[src/rtl/baudgen_frac.sv]
// Fractional, runtime-programmable baud generator.
// Produces oversample strobe, baud strobe and 50% duty baud clock.
module baudgen_frac #(
    parameter int HIGH_CLK   = 50_000_000,
    parameter int BAUD_CLK   = 115_200,
    parameter int OVERSAMPLE = 16,
    parameter int DIV_W      = 16,
    parameter int FRAC_W     = 8
) (
    input  logic                    high_clk_in,
    input  logic                    reset,
    input  logic                    enable,
    input  logic                    sync_clr,
    input  logic [DIV_W+FRAC_W-1:0] div_in,
    input  logic                    div_load,
    output logic                    div_pending,
    output logic                    div_err,
    output logic                    os_tick,
    output logic                    baud_tick,
    output logic                    baud_clk_out
);

    localparam int DW   = DIV_W + FRAC_W;
    localparam int OS_W = $clog2(OVERSAMPLE);

    localparam logic [63:0] NUM     = 64'(HIGH_CLK) << FRAC_W;
    localparam logic [63:0] DEN     = 64'(BAUD_CLK) * 64'(OVERSAMPLE);
    localparam logic [63:0] DEF_64  = (NUM + DEN / 2) / DEN;
    localparam logic [DW-1:0] DEF_DIV = DEF_64[DW-1:0];

    localparam logic [DW:0]   ONE     = (DW+1)'(1) << FRAC_W;
    localparam logic [DW-1:0] MIN_DIV = DW'(2) << FRAC_W;

    localparam logic [OS_W-1:0] OS_LAST  = OS_W'(OVERSAMPLE - 1);
    localparam logic [OS_W-1:0] OS_HALF1 = OS_W'(OVERSAMPLE / 2 - 1);

    logic [DW:0]     acc;
    logic [DW:0]     sum;
    logic [DW-1:0]   div_act;
    logic [DW-1:0]   shadow;
    logic [DW-1:0]   div_clamped;
    logic            div_low;
    logic            hit;
    logic [OS_W-1:0] os_cnt;

    always_comb begin
        sum         = acc + ONE;
        hit         = enable && !sync_clr && (sum >= {1'b0, div_act});
        div_low     = div_in < MIN_DIV;
        div_clamped = div_low ? MIN_DIV : div_in;
    end

    always_ff @(posedge high_clk_in or posedge reset) begin
        if (reset) begin
            acc          <= '0;
            os_cnt       <= '0;
            os_tick      <= 1'b0;
            baud_tick    <= 1'b0;
            baud_clk_out <= 1'b1;
        end else begin
            os_tick   <= 1'b0;
            baud_tick <= 1'b0;
            if (sync_clr) begin
                acc          <= '0;
                os_cnt       <= '0;
                baud_clk_out <= 1'b1;
            end else if (enable) begin
                if (hit) begin
                    acc       <= sum - {1'b0, div_act};
                    os_tick   <= 1'b1;
                    baud_tick <= (os_cnt == OS_LAST);
                    os_cnt    <= (os_cnt == OS_LAST) ? '0 : os_cnt + OS_W'(1);
                    // Toggle entering count 0 and OVERSAMPLE/2 for exact 50% duty
                    if (os_cnt == OS_LAST || os_cnt == OS_HALF1)
                        baud_clk_out <= ~baud_clk_out;
                end else begin
                    acc <= sum;
                end
            end
        end
    end

    // New divisor only lands on a tick boundary (or while frozen)
    always_ff @(posedge high_clk_in or posedge reset) begin
        if (reset) begin
            div_act     <= DEF_DIV;
            shadow      <= DEF_DIV;
            div_pending <= 1'b0;
            div_err     <= 1'b0;
        end else if (div_load) begin
            shadow      <= div_clamped;
            div_pending <= 1'b1;
            if (div_low)
                div_err <= 1'b1;
        end else if (div_pending && (hit || !enable)) begin
            div_act     <= shadow;
            div_pending <= 1'b0;
        end
    end

endmodule

[config.mk]
export PLATFORM = sky130hd
export DESIGN_NAME = baudgen_frac
export DESIGN_NICKNAME = d
export VERILOG_FILES = /design/src/rtl/baudgen_frac.sv
export SDC_FILE = /design/constraint.sdc
export NUM_CORES = 1
export LEC_CHECK = 0
export CAP_MARGIN = 30
export CORE_MARGIN = 2
export CORE_UTILIZATION = 45
export CTS_BUF_LIST = sky130_fd_sc_hd__clkbuf_16
export DETAILED_ROUTE_END_ITERATION = 10
export HOLD_SLACK_MARGIN = 0.1
export PLACE_DENSITY_LB_ADDON = 0.2
export SYNTH_ARGS = -nofsm -noshare
export SYNTH_HDL_FRONTEND = slang
export SYNTH_SLANG_ARGS = --single-unit
[constraint.sdc]
create_clock -name high_clk_in -period 6.15 [get_ports high_clk_in]
set_input_delay 0.9225 -clock high_clk_in [delete_from_list [all_inputs] [get_ports high_clk_in]]
set_output_delay 0.9225 -clock high_clk_in [all_outputs]
set_load 0.005 [all_outputs]
==> results.md, run 1 <==
Outcome:
- The flow ran to the end, and the final reports show no timing, DRC or antenna violations.

Floorplan:
- The core box area is about 0.011 mm2.
- The number of placed I/O pins is 34.
- The initial utilization of the core area, before any placement, comes to between 40% and 50%.
- The y dimension of the die is about 110 um.
- The total die area is 0.0126 mm2.
- Row generation in the floorplan step produced 39 rows.
- The die width is 112 um.

Timing:
- The final number of hold-violating endpoints is 0.
- The actual slew at the worst max-slew pin is approximately 950 ps.
- The max-slew violation count was 0.
- Setup total negative slack on the finished layout was measured at 0 ps.
- The minimum setup slack in the final design is 1450 ps.
- For this run, the top clock speed supported by timing is ~0.21 GHz.
- Setup repair after global routing left no endpoint under its margin.
- Setup violations remaining at the end of the flow were counted as 0.
- Of the available clock period, the critical path in the final layout requires between 70 and 80%.
- The final clock skew is roughly 6.0 ps.
- The max-slew headroom at the worst pin is between 30% and 40%.
- The smallest clock period supported by the final layout is computed as ~4700 ps.

Setup path:
- The signal on the critical path passes through ha_1, nand3_1, or2_2, nor2_1, xor2_1, ha_1, a21o_1, a211oi_1, mux2i_1, nand2b_1, nand3_2, a211o_1, buf_4, mux2_4.
- The largest single stage delay on the critical path is roughly 730 ps.
- The worst setup path is of the reg2reg kind.
- The sort of element at the start of the critical path is a flip-flop.
- The maximum fanout along the worst path is 18.
- The element type at the critical path end is a flip-flop.
- For the worst setup path, the data required time is 6370 ps.
- Among the stages of the critical path, the cell type that occurs most often is sky130_fd_sc_hd__ha_1.
- The largest individual stage delay along the critical path comes from the cell sky130_fd_sc_hd__a211o_1.
- Broken down by cell family, the worst path's largest delay share belongs to simple AND/OR/NAND/NOR gates.
- Data on the critical path arrives at its endpoint at around 4900 ps.
- Counting both buffers and inverters, the worst setup path holds a total of 1.

Power:
- The ratio of total power to cell area is just under 300 mW/mm2.
- The worst ir drop on vdd is 0.158 mV.
- In this run switching power makes up around 34% of total power.
- The switching power is 0.000601 W.
- The share of total power dissipated in the clock network is 30.9%.
- Cell internal power was estimated by the tool at 0.00118 W.
- Registers are responsible for 36.8% of the overall power.
- The static power due to leakage is 2.72 nW.
- In this run, the combinational gates consume 32.3% of the power.

Layout:
- Counting the fill cells in the layout gives around 1,100.
- Compared with the post-synthesis result, the final layout area differs by 14.5%.
- For this run, the post-layout net count is between 600 and 700.
- The repair_antennas step left the layout with diodes totalling 0.
- The share of final-layout standard cells stronger than drive strength 1 is 12.8%.

Route:
- The number of vias after detailed routing is roughly 4,200.
- The final wirelength is 12,000 um.
- The number of iterations in the first detailed-routing pass is 5.
- Using the TritonRoute via totals, the vias-per-cell ratio works out to roughly 5.7.
- The DRC violations left is 0.
- After detailed routing, the average wire length per cell comes to about 16 um.
- The count of nets left with antenna violations after detail routing is 0.
- The first routing iteration left 280 violations.

Yosys:
- Each instance of the synthesized netlist takes up on average about 9.3 um2.
- The number of warning messages in the yosys log is 0.
- The number of register bits inferred by synthesis is 82.
- In this run, distinct cell masters in the synthesized netlist total 64.
- The post-synthesis net count is roughly 620.
- The count of flip-flops with a built-in enable after synthesis is 0.
- Counting every instance in the synthesized netlist gives ~570.
- The cell area that synthesis handed to floorplanning was roughly 0.0053 mm2.
- For this run, the leading register cell type out of synthesis is sky130_fd_sc_hd__dfrtp_1.
- Summing the sequential cell areas from Yosys gives roughly two fifths of the chip area.
- After synthesis, the share of flip-flops with an asynchronous set or reset is 100%.

CTS:
- The number of buffers added by the clock tree synthesis step is 9.
- The total setup buffers inserted after CTS is 0.
- Once the clock tree was built, the resizer swapped 0 gates to a different size.
- In this run the number of H-tree levels came out at 3.
- The clock sink total is 82.
- The largest buffer count on any clock path is 2.
- The clock tree from TritonCTS is done.
- Clock-pin slew was measured on the worst setup and hold paths at around 60 ps.
- The root buffer selected by CTS is sky130_fd_sc_hd__clkbuf_16.
- The number of hold buffers added after CTS was 0.
- Clock latency on the worst-skew pair, taken at its later pin, is 340 ps.

Placed design:
- The worst setup slack after placement is between 1000 and 1500 ps.
- The number of buffers added on ports is 33.
- Detailed placement ended at an HPWL of between 8000 and 9000 um.
- The congestion estimate from routability-driven global placement came to just over 0.9.

Global route:
- Entering global routing, the biggest net connects 54 pins.
- After global routing the overflow that remains totals 0.
- The number of antenna violations at the first check in global routing is 0.
- The number of global-route vias before repair came to just over 4,000.
- The all-layer global routing usage is about 20%.
- The first global-routing pass estimated between 15,000 and 20,000 um of wire.

Flow run:
- The max-cap violation count is 0.

Worst hold path:
- In this run the worst hold path is classified as reg2reg.
[layer usage]
layer	up-vias	GRT usage, %	wire length (um)
met2	92	31.2	5340
met4	0	5.53	159
met3	12	3.94	588
met5	-	0	0
met1	1994	27.8	5910
li1	2080	-	-
[final cells by class]
type,instances,area (um2),area share [%]
repair buffers,40,403,6.68
well taps,143,179,2.97
clock inverters,7,77.6,1.29
multi-input cells,410,2900,48.1
inverters,47,178,2.95
clock buffers,9,225,3.74
flip-flops and latches,82,2070,34.3
[worst register-to-register path: stages, from the launching register on]
cell	delay, ps
sky130_fd_sc_hd__dfrtp_1	360
sky130_fd_sc_hd__ha_1	230
sky130_fd_sc_hd__nand3_1	290
sky130_fd_sc_hd__or2_2	450
sky130_fd_sc_hd__nor2_1	130
sky130_fd_sc_hd__xor2_1	190
sky130_fd_sc_hd__ha_1	320
sky130_fd_sc_hd__a21o_1	220
sky130_fd_sc_hd__a211oi_1	240
sky130_fd_sc_hd__mux2i_1	170
sky130_fd_sc_hd__nand2b_1	410
sky130_fd_sc_hd__nand3_2	210
sky130_fd_sc_hd__a211o_1	730
sky130_fd_sc_hd__buf_4	320
sky130_fd_sc_hd__mux2_4	310
[through the flow]
stage                     util [%]  cells  hold WS, ps  area, um2  total power [W]
after global placement        49.9    721          440       5700          0.00122
final                         52.8    738          463       6030          0.00178
after CTS                     52.8    738          464       6030          0.00178
after global routing          52.8    738          485       6030          0.00188
after floorplan                  -    565          451       5270          0.00109
after detailed placement      50.1    722          447       5720          0.00123
[final timing paths]
check,from,to,slack [ps],cells after the start
hold reg to reg,div_err,div_err,460,1
setup reg to reg,acc[8],div_act[0],1450,14
min in group asynchronous,reset,acc[5],990,3
max in group asynchronous,reset,shadow[8],4530,4
hold / removal,div_err,div_err,460,1
setup / recovery,acc[8],div_act[0],1450,14
[synthesized netlist by cell type, types with 4 or more instances]
master / instances / area share, %
sky130_fd_sc_hd__inv_1: 46 / 3.3
sky130_fd_sc_hd__nor2_1: 30 / 2.1
sky130_fd_sc_hd__ha_1: 26 / 6.2
sky130_fd_sc_hd__nor4_1: 5 / 0.59
sky130_fd_sc_hd__nand4_1: 10 / 1.2
sky130_fd_sc_hd__xnor2_1: 15 / 2.5
sky130_fd_sc_hd__dfstp_2: 11 / 5.5
sky130_fd_sc_hd__mux2_2: 20 / 4.3
sky130_fd_sc_hd__nand3_1: 25 / 2.4
sky130_fd_sc_hd__buf_2: 5 / 0.48
sky130_fd_sc_hd__clkbuf_1: 16 / 1.1
sky130_fd_sc_hd__dfrtp_1: 71 / 34
sky130_fd_sc_hd__mux2_4: 12 / 3.4
sky130_fd_sc_hd__xor2_1: 15 / 2.5
sky130_fd_sc_hd__o22ai_1: 9 / 1.1
sky130_fd_sc_hd__nand2b_1: 7 / 0.83
sky130_fd_sc_hd__a21o_1: 12 / 1.7
sky130_fd_sc_hd__nand2_1: 46 / 3.3
sky130_fd_sc_hd__and3_1: 8 / 0.95
sky130_fd_sc_hd__or3_1: 5 / 0.59
sky130_fd_sc_hd__mux2i_1: 11 / 2.1
sky130_fd_sc_hd__a21oi_1: 53 / 5.0
sky130_fd_sc_hd__o21ai_0: 23 / 2.2
sky130_fd_sc_hd__o211ai_1: 6 / 0.86
sky130_fd_sc_hd__nor3_1: 9 / 0.86
sky130_fd_sc_hd__a311oi_1: 4 / 0.67
sky130_fd_sc_hd__a211oi_1: 9 / 1.3
[layout by cell type (no fill, tap or decap), drive strengths merged, types with 3 or more instances in the layout]
cell type,instances
dfrtp,71
a21oi,54
nand2,46
inv,46
clkdlybuf4s50,33
mux2,32
nor2,30
ha,26
nand3,26
o21ai,25
xor2,15
xnor2,15
a21o,12
mux2i,11
dfstp,11
nand4,10
nor3,9
a211oi,9
o22ai,9
clkbuf,9
and3,8
nand2b,7
buf,7
o211ai,6
nor4,6
clkinv,6
or3,5
a311oi,4
nor2b,3
and2,3
and4,3
o31ai,3
[state kept, by name (all words and copies together) (netlist names)]
signal and flops:
div_pending 1, baud_tick 1, div_act 24, os_cnt 4
os_tick 1, div_err 1, baud_clk_out 1, acc 25
shadow 24
[logic make-up after synthesis]
| kind of cell | count (synthesis) | share of synthesized area [%] |
|---|---|---|
| AND/OR/NAND/NOR | 164 | 15.8 |
| AO/OA/AOI/OAI | 146 | 17.9 |
| flip-flops | 82 | 39.2 |
| buffers and inverters | 73 | 5.75 |
| multiplexers | 43 | 9.79 |
| XOR/XNOR | 30 | 4.99 |
| adder cells (fa/ha/maj) | 27 | 6.56 |
[power by group through the flow]
| stage | logic [W] | registers, W | clock network (W) |
|---|---|---|---|
| after floorplan | 0.000442 | 0.000652 | 0 |
| after global routing | 0.000638 | 0.000665 | 0.000581 |
| after global placement | 0.000559 | 0.000662 | 0 |
| after detailed placement | 0.000567 | 0.000666 | 0 |
| final | 0.000574 | 0.000655 | 0.000549 |
| after CTS | 0.000571 | 0.000656 | 0.000557 |
Note: power is estimated with default switching activity, not from simulation.
==> run 2, diff against run 1 <==
==> constraint.sdc (replaced) <==
create_clock -name high_clk_in -period 3.9 [get_ports high_clk_in]
set_input_delay 0.585 -clock high_clk_in [delete_from_list [all_inputs] [get_ports high_clk_in]]
set_output_delay 0.585 -clock high_clk_in [all_outputs]
set_load 0.005 [all_outputs]
==> run 2 against run 1 <==
Clock-buffer cell count unchanged. Register-to-register slack got worse by 1300 ps. Cell count rose by 1.8%. Die area did not move. Wire length grew 1.0%. Flip-flop and latch count did not move. Hold slack got worse by 0.63 ps. First-iteration DRC count increased by 2.9%. Sequential share of layout area decreased by 0.61 points. Design area grew 1.8%. Sequential power up 59%. Via count increased by 1.8%. Critical path type unchanged. Largest cell class unchanged.
==> results.md, run 2 (same netlist as run 1, synthesis figures left out) <==
Worst hold path:
- The startpoint of the lowest-slack hold path is div_err.
- The number of cells on the worst hold path is 1.
- The type of the tightest min-delay check is reg2reg.
- The destination of the worst hold path is div_err.

Timing:
- Setup repair after global routing could not meet its margin everywhere.
- The final critical path takes up a little over nine tenths of the cycle.
- The final number of hold-violating endpoints came to 0.
- The minimum period implied by the final worst setup slack is 3760 ps.
- The max-slew headroom at the worst pin is a little under half.
- The clock arrives with 8.37 ps of skew.
- The max-slew violation count is 0.
- The minimum setup slack in the final design is about 140 ps.
- The maximum clock rate is between 0.2 and 0.3 GHz.
- The actual slew at the worst max-slew pin is between 700 and 800 ps.
- The number of failing setup endpoints in the final timing report is 0.

Global route:
- The first global-routing pass estimated roughly 21,000 um of wire.
- The number of antenna violations at the first check in global routing is 0.
- Global routing finished with a remaining overflow of 0.
- The maximum number of pins on one net before global-route repair is 50.
- The all-layer global routing usage is about a fifth.
- The number of global-route vias before repair was between 4,000 and 5,000.

CTS:
- The clock insertion delay at the later pin of the skew report is around 340 ps.
- The largest buffer count on any clock path is 2.
- The clock tree synthesis step divided the H-tree into 3 levels.
- The tree is rooted in a sky130_fd_sc_hd__clkbuf_16.
- The register clock-pin slew on the reported worst setup and hold paths is around 60 ps.
- The clock sink total is 82.
- The number of buffers added by the clock tree synthesis step is 9.
- After clock tree synthesis, the setup repair step added 0 buffers.
- TritonCTS built the clock tree.

Floorplan:
- In this run the core area contains 39 standard-cell rows.
- The y dimension of the die is between 100 and 150 um.
- The total die area is roughly 0.013 mm2.
- The starting density of the core is between 40% and 50%.
- The number of placed I/O pins is 34.
- After floorplanning, the core was sized to cover between 0.01 and 0.015 mm2.
- The die width is ~110 um.

Setup path:
- The family with the most delay on the worst path is simple AND/OR/NAND/NOR gates.
- The cell depth of the worst flop-to-flop path is 15.
- The critical register-to-register path endpoint is div_act[0].
- The sort of element at the start of the critical path is a flip-flop.
- The number of buffers and inverters on the critical path is 1.
- The delay contributed by the slowest stage of the critical path is between 300 and 400 ps.
- The maximum fanout along the worst path is 24.
- On the critical path, the stage with the largest delay is an instance of sky130_fd_sc_hd__dfrtp_1.
- Data on the critical path arrives at its endpoint at roughly 4000 ps.
- The internal reg-to-reg setup slack is around 140 ps.
- Walking the worst path, the cells encountered are ha_2, nand3_1, or2_2, nor2_1, xor2_1, ha_1, and4_2, nand4_1, nor2_2, a21oi_2, o21ai_4, nand3_2, a211o_1, buf_12, mux2_4.
- The path type of the worst setup path is reg2reg.
- The startpoint of the lowest-slack register-to-register path is acc[9].
- The data required time at the worst endpoint is between 4000 and 5000 ps.
- STA classifies the critical path endpoint as a flip-flop.

Outcome:
- The flow ran to the end, and the final reports show no timing, DRC or antenna violations.

Route:
- The DRC violations left is 0.
- For this block, the via count after detailed routing is around 4,300.
- The DRC marker count from the first detailed-route iteration is between 200 and 300.
- The number of iterations in the first detailed-routing pass is 5.
- The count of nets left with antenna violations after detail routing is 0.
- After detailed routing, the number of vias per cell comes to approximately 5.7.
- The average routed wire per standard cell is ~16 um.
- The final layout contains routed wiring with a total length of 12,100 um.

Layout:
- Counting flops per register, the top entry is acc.
- The post-route netlist has between 15 and 20% of its cells at a drive strength greater than 1.
- The post-layout net count is around 660.
- The library cell used most frequently in the layout, excluding fill and tap cells, is sky130_fd_sc_hd__dfrtp_1.
- The number of flip-flops under the largest register name is 25.
- The area growth from synthesis to layout is 16.6%.
- The library cells used most frequently in the layout, excluding fill and tap cells, are sky130_fd_sc_hd__dfrtp_1 (71), sky130_fd_sc_hd__a21oi_1 (53), sky130_fd_sc_hd__inv_1 (47), sky130_fd_sc_hd__nand2_1 (46), sky130_fd_sc_hd__clkdlybuf4s50_1 (33).
- Fill cells in the final layout number 1,053.
- In the final layout, the registers with the most flip-flops are acc x25, div_act x24, shadow x24.
- 0 antenna diodes ended up in the layout.
- The finished layout holds about 750 standard cells, fillers aside.

Power:
- Combinational cells account for between 30% and 40% of the total power.
- The switching power share of the total is ~34%.
- The sequential cell fraction of total power is between 30% and 40%.
- The static power due to leakage is around 2.8 nW.
- The cell-internal power is 0.00182 W.
- For this design the total switching power over the nets is about 0.00094 W.
- The share of total power in the clock network is ~28%.
- The worst ir drop on vdd is between 0.3 and 0.4 mV.
- In this run the power density over the cells is 449 mW/mm2.

Placed design:
- The number of buffers added on ports is 33.
- The worst setup slack after placement is approximately 73 ps.
- Once detailed placement completed, the half-perimeter wirelength came to 9180 um.
- Counting tap cells, the placed design contains a total of about 740 instances.
- Routability-driven placement finished with a final weighted congestion of 0.891.

Flow run:
- The max-cap violation count is 0.
[run 2: changes by cell type in the layout (fill, tap and decap cells not counted), sizes merged]
cell,previous run,this run
buf,7,20
bufinv,1,0
clkinv,6,5
clkinvlp,1,2
inv,46,47
[run 2: cell type report]
type                       count  area (um2)  share of cell area (%)
clock buffer                   9         225                    3.67
clock inverter                 7        41.3                   0.673
inverter                      47         178                    2.89
multi-input combinational    410        2960                    48.2
sequential                    82        2070                    33.7
tap                          143         179                    2.92
timing repair buffer          53         493                    8.03
[run 2: power by group through the flow]
stage	logic [W]	clock network [W]	registers, W
6_report	0.000962	0.000757	0.00104
5_1_grt	0.00106	0.000823	0.00105
4_1_cts	0.000937	0.000787	0.00104
3_5_place_dp	0.000928	0	0.00105
3_3_place_gp	0.000921	0	0.00104
2_1_floorplan	0.000697	0	0.00103
[run 2: worst register-to-register path, delay by kind of cell (launching register included)]
kind,cells,cell delay (ps)
xor gates and xnor gates,1,290
buffers and inverters,1,180
DFF,1,370
adders and majority gates,2,520
AOI/OAI and AO/OA,3,580
muxes,1,310
and+or+nand+nor,7,1420
[run 2: through the flow]
stage / util (%) / TNS, ps / instance area, um2 / hold slack [ps] / total power [W]
detailed placement: 50.9 / 0 / 5810 / 452 / 0.00198
CTS: 53.2 / 0 / 6080 / 468 / 0.00276
global placement: 50.9 / 0 / 5810 / 442 / 0.00197
global route: 53.7 / -15.4 / 6140 / 495 / 0.00294
floorplan: - / 0 / 5270 / 451 / 0.00172
finish: 53.7 / 0 / 6140 / 462 / 0.00275
[run 2: repair_timing]
item / in CTS / in global routing
gates resized for setup: 0 / 13
hold buffers: 0 / 0
setup endpoints to repair: 0 / 29
[run 2: metal layers]
metal	global-route usage [%]	share of wire, %	vias to the layer above
met2	31.1	44	107
li1	-	-	2113
met4	7.89	3.0	0
met1	28.5	48	2014
met5	0	0	-
met3	4.59	4.8	21
[run 2: worst max path at each step]
stage | endpoint | slack [ps] | cells past startpoint | startpoint
after floorplan | div_act[0] | 270 | 18 | acc[12]
after global placement | div_act[0] | 150 | 15 | acc[10]
after detailed placement | div_act[21] | 70 | 15 | acc[10]
after CTS | div_act[21] | 50 | 15 | acc[10]
after global routing | div_act[17] | -5 | 15 | acc[9]
final | div_act[0] | 140 | 15 | acc[9]
==> run 3, diff against run 2 <==
--- a/config.mk
+++ b/config.mk
@@ -10,7 +10,6 @@
 export CORE_UTILIZATION = 45
 export CTS_BUF_LIST = sky130_fd_sc_hd__clkbuf_16
 export DETAILED_ROUTE_END_ITERATION = 10
-export HOLD_SLACK_MARGIN = 0.1
 export PLACE_DENSITY_LB_ADDON = 0.2
 export SYNTH_ARGS = -nofsm -noshare
 export SYNTH_HDL_FRONTEND = slang
==> results of run 3 <==
Final layout, timing and power as in run 2 (identical DEF).
